## config.mk

```make
export PLATFORM = sky130hd
export DESIGN_NAME = axi4lite_master_bridge
export DESIGN_NICKNAME = d
export VERILOG_FILES = /design/src/rtl/axi4lite_master_bridge.sv
export SDC_FILE = /design/constraint.sdc
export NUM_CORES = 1
export LEC_CHECK = 0
export BUFFER_PORTS_ARGS = -buffer_cell sky130_fd_sc_hd__clkbuf_2
export CORE_MARGIN = 8
export CORE_UTILIZATION = 45
export DETAILED_ROUTE_END_ITERATION = 10
export GPL_ROUTABILITY_DRIVEN = 0
export PLACE_DENSITY_LB_ADDON = 0.05
export SKIP_CTS_REPAIR_TIMING = 1
export SLEW_MARGIN = 30
export SYNTH_ARGS = -nofsm -noshare
export SYNTH_HDL_FRONTEND = slang
export SYNTH_SLANG_ARGS = --single-unit
```

## constraint.sdc

```tcl
create_clock -name aclk -period 1.7 [get_ports aclk]
set_clock_uncertainty 0.15 [all_clocks]
set_input_delay 0.085 -clock aclk [delete_from_list [all_inputs] [get_ports aclk]]
set_output_delay 0.085 -clock aclk [all_outputs]
set_load 0.03 [all_outputs]
```

## src/rtl/axi4lite_master_bridge.sv

```systemverilog
`default_nettype none
// ============================================================================
// Module   : axi4lite_master_bridge
// Brief    : Single-outstanding AXI4-Lite manager. Turns a local req/ack
//            strobe interface into one AXI4-Lite write (AW/W/B) or read
//            (AR/R) transaction at a time; completion is a one-cycle ack.
// Revision : 1.0 - initial release
// ============================================================================
module axi4lite_master_bridge #(
  parameter int ADDR_WIDTH = 32
) (
  input  logic                  aclk,
  input  logic                  areset,
  // local request side
  input  logic                  req_i,
  input  logic                  req_we_i,
  input  logic [ADDR_WIDTH-1:0] req_addr_i,
  input  logic [31:0]           req_wdata_i,
  input  logic [3:0]            req_wstrb_i,
  output logic                  busy_o,
  output logic                  ack_o,
  output logic                  err_o,
  output logic [31:0]           rdata_o,
  // AXI4-Lite write address channel
  output logic                  awvalid,
  input  logic                  awready,
  output logic [ADDR_WIDTH-1:0] awaddr,
  output logic [2:0]            awprot,
  // write data channel
  output logic                  wvalid,
  input  logic                  wready,
  output logic [31:0]           wdata,
  output logic [3:0]            wstrb,
  // write response channel
  input  logic                  bvalid,
  output logic                  bready,
  input  logic [1:0]            bresp,
  // read address channel
  output logic                  arvalid,
  input  logic                  arready,
  output logic [ADDR_WIDTH-1:0] araddr,
  output logic [2:0]            arprot,
  // read data channel
  input  logic                  rvalid,
  output logic                  rready,
  input  logic [31:0]           rdata,
  input  logic [1:0]            rresp
);

  typedef enum logic [2:0] {
    S_IDLE  = 3'd0,
    S_WADDR = 3'd1,
    S_WRESP = 3'd2,
    S_RADDR = 3'd3,
    S_RRESP = 3'd4,
    S_DONE  = 3'd5
  } state_t;

  state_t state;

  // A channel counts as finished once its valid has dropped or it is
  // handshaking right now; this lets AW and W complete in any order.
  logic aw_done;
  logic w_done;

  assign aw_done = !awvalid || awready;
  assign w_done  = !wvalid  || wready;

  assign busy_o = (state != S_IDLE);
  assign awprot = 3'b000;
  assign arprot = 3'b000;

  // Transaction sequencer; every AXI output is a register, so no AXI input
  // reaches an AXI output combinationally.
  always_ff @(posedge aclk) begin
    if (areset) begin
      state   <= S_IDLE;
      awvalid <= 1'b0;
      wvalid  <= 1'b0;
      bready  <= 1'b0;
      arvalid <= 1'b0;
      rready  <= 1'b0;
      ack_o   <= 1'b0;
      err_o   <= 1'b0;
      rdata_o <= 32'h0;
      awaddr  <= '0;
      araddr  <= '0;
      wdata   <= 32'h0;
      wstrb   <= 4'b0000;
    end else begin
      case (state)
        S_IDLE: begin
          if (req_i) begin
            if (req_we_i) begin
              awaddr  <= req_addr_i;
              wdata   <= req_wdata_i;
              wstrb   <= req_wstrb_i;
              awvalid <= 1'b1;
              wvalid  <= 1'b1;
              state   <= S_WADDR;
            end else begin
              araddr  <= req_addr_i;
              arvalid <= 1'b1;
              state   <= S_RADDR;
            end
          end
        end
        S_WADDR: begin
          if (awvalid && awready) awvalid <= 1'b0;
          if (wvalid && wready)   wvalid  <= 1'b0;
          if (aw_done && w_done) begin
            bready <= 1'b1;
            state  <= S_WRESP;
          end
        end
        S_WRESP: begin
          if (bvalid) begin
            bready <= 1'b0;
            ack_o  <= 1'b1;
            err_o  <= (bresp != 2'b00);
            state  <= S_DONE;
          end
        end
        S_RADDR: begin
          if (arready) begin
            arvalid <= 1'b0;
            rready  <= 1'b1;
            state   <= S_RRESP;
          end
        end
        S_RRESP: begin
          if (rvalid) begin
            rready  <= 1'b0;
            rdata_o <= rdata;
            err_o   <= (rresp != 2'b00);
            ack_o   <= 1'b1;
            state   <= S_DONE;
          end
        end
        S_DONE: begin
          // ack/err live for exactly this one cycle; rdata_o is held
          ack_o <= 1'b0;
          err_o <= 1'b0;
          state <= S_IDLE;
        end
        default: state <= S_IDLE;
      endcase
    end
  end

endmodule
`default_nettype wire
```

==> impl_metrics.yaml <==
sta:
  slew_violations: 0
  fmax_mhz: 622
  relSlewSlack: 0.606
  period_share: 0.945
  setup_slack_ns: 0.0928
  rsz0062_at_grt: "true"
  final_hold_viol_count: 0
  tns_ns: 0
  finalSetupViolations: 0
  fin_crit_ns: 1.61
  worstMarginPinSlew_ns: 0.591
die:
  rows: 39
  coreArea_um2: 11300
  io_pins: 259
  die_h_um: 123
  floorplan.initialDensity: 0.453
  dieArea_um2: 15000
  die_w_um: 123
final_layout:
  stdcell_area_um2: 8200
  fill_cells: 874
  syn2layout_area_growth_pct: 60.4
  fin_nets: 1114
  antenna_cells: 0
  stdcell_count: 1157
  drive_above_1_share: 0.305
placement:
  post-dp-hpwl_mm: 12.1
  dp_slack_ns: 0.132
  placed_cells: 1017
  place_area_um2: 6500
  port_buffers: 252
routing:
  first_iter_violations: 399
  firstDrtPassIters: 5
  wirelength_mm: 18.4
  wl_per_cell_um: 15.9
  vias: 5700
  post_drt_via_cell_ratio: 4.93
  antenna_left: 0
  drc: 0
clock_tree:
  clk_pin_slew_ns: 0.06
  cts_tree: "yes"
  clock_latency_ns: 0.42
  h-tree-depth: 4
  cts_buffer_depth: 2
  clockRootBuffer: "clkbuf_16"
  cts.sinks: 142
  cts-buffers-inserted: 17
yosys:
  async_flop_share: 0
  yosys_warnings: 0
  synth_edf_count: 0
  yosysSeqAreaShare: 0.556
  yosys.cell_types.count: 28
  syn_inst: 651
  synth_ff_type: "dfxtp_1"
  synth_area_um2: 5110
  synth.avg_cell_area_um2: 7.85
  synth_area_leaders: "dfxtp_1, nand2_1, a21oi_1"
  synth_top_area_cell: "dfxtp_1"
  ys_seq_elements: 142
  synth_top_area_frac: 0.556
setup_path:
  cp_num_buf_inv: 1
  path_cells: "nor3_2 > and3_2 > buf_12 > nand2_1 > a21oi_1"
  start_kind: "flop"
  arrival_ns: 1.81
  critPathMaxFanout: 37
  rr_startpoint: "state[2]"
  max_stage_delay_ns: 0.32
  critPathRequiredTime_ns: 1.90
  cpMaxStageDelayCell: "dfxtp_1"
  cp-startpoint: "state[2]"
  critPathCaptureType: "flop"
  cpLargestDelayFamily: "simple AND/OR/NAND/NOR gates"
  critPathKind: "flop to flop"
power_and_ir_drop:
  ir_drop_v: 0.000748
  p_per_area_nw_per_um2: 1150
  power_mw: 9.46
  leakagePower_nw: 3.64
grt:
  grt_pass1_vias: 5073
  grt_max_degree: 51
  antenna_found_initial: 0
  grt_usage: 0.212
  top_usage_layer: "met2"
  grt_util_met2: 0.358
  grt_pass1_wl_mm: 25.0
  gr-usage-met1: 0.228
  overflow: 0
  met3_usage: 0.0856
worst_hold_path:
  hold_path_class: "input pin to flop"
  min-delay-start: "areset"
outcome:
  status: "finished, final reports clean"
job:
  cap_violations: 0
synthesized netlist by cell type, types with 3 or more instances:
cell / n
nand2_1: 269
dfxtp_1: 142
a21oi_1: 139
clkbuf_1: 23
buf_4: 16
buf_2: 15
nor2_1: 10
a22oi_1: 3
inv_1: 3
nand2b_1: 3
nand3_1: 3
nor2b_1: 3
o21ai_0: 3
layer usage:
layer,vias to the layer above,part of all wire
met5,-,0
met4,0,0.028
met3,40,0.084
met2,236,0.51
met1,2637,0.38
li1,2787,-
report_power, final:
group	switching (mW)	internal (mW)	total [mW]	leakage, nW
Sequential	0.131	3.57	3.70	1.15
Combinational	1.25	0.702	1.95	2.17
Clock	1.36	2.45	3.81	0.312
Total	2.74	6.72	9.46	3.64
worst paths after layout:
kind,cells past startpoint,slack [ns],to
worst max-delay path,5,0.09,wdata[17]
worst min-delay path,2,0.01,state[2]
worst max register to register,5,0.09,wdata[17]
worst min register to register,2,0.30,araddr[28]
final cells by class:
type,count,area [um^2],area share
sequential,142,2840,0.347
timing repair buffer,380,2540,0.311
multi-input combinational,457,2000,0.244
clock buffer,21,480,0.0586
tap,143,179,0.0218
clock inverter,11,138,0.0168
inverter,3,11.3,0.00137
worst reg2reg max path: stages, from the launching register on:
cell and delay (ns):
dfxtp_1 0.32, nor3_2 0.30, and3_2 0.29, buf_12 0.21, nand2_1 0.11, a21oi_1 0.15
registers in the layout, summed over array words and instances (netlist names):
register / cells
bready: 1
awvalid: 1
awaddr: 32
wdata: 32
arvalid: 1
wvalid: 1
wstrb: 4
rready: 1
araddr: 32
rdata_o: 32
state: 3
ack_o: 1
err_o: 1
cell families (layout without fill, tap and decap cells):
kind of cell / count (synthesis) / count (layout) / synth area share
other: 1 / 6 / 0.000734
AND/OR/NAND/NOR: 301 / 301 / 0.234
AO/OA/AOI/OAI: 149 / 149 / 0.150
multiplexers: 1 / 1 / 0.00220
buffers and inverters: 57 / 415 / 0.0573
flip-flops: 142 / 142 / 0.556
layout by cell type, fill, tap and decap left out, types with 2 or more instances in the layout:
| cell type | n |
|---|---|
| nand2_1 | 269 |
| clkbuf_2 | 251 |
| dfxtp_1 | 142 |
| a21oi_1 | 139 |
| dlygate4sd3_1 | 108 |
| clkbuf_16 | 17 |
| buf_4 | 17 |
| nor2_1 | 10 |
| conb_1 | 6 |
| clkinv_2 | 6 |
| clkbuf_8 | 4 |
| buf_12 | 4 |
| inv_1 | 3 |
| nand2b_1 | 3 |
| a22oi_1 | 3 |
| nor2b_1 | 3 |
| o21ai_0 | 3 |
| bufinv_16 | 3 |
| nand3_1 | 2 |
| or3_1 | 2 |
| nor3b_1 | 2 |
| nor3_1 | 2 |
| clkinv_4 | 2 |
through the flow:
step / hold WS (ns) / util
floorplan: 0.0710 / -
global placement: 0.157 / 0.576
detailed placement: 0.163 / 0.576
CTS: -0.284 / 0.631
global route: 0.0253 / 0.727
finish: 0.0134 / 0.727
No activity file was read; power rests on OpenSTA's default activity.
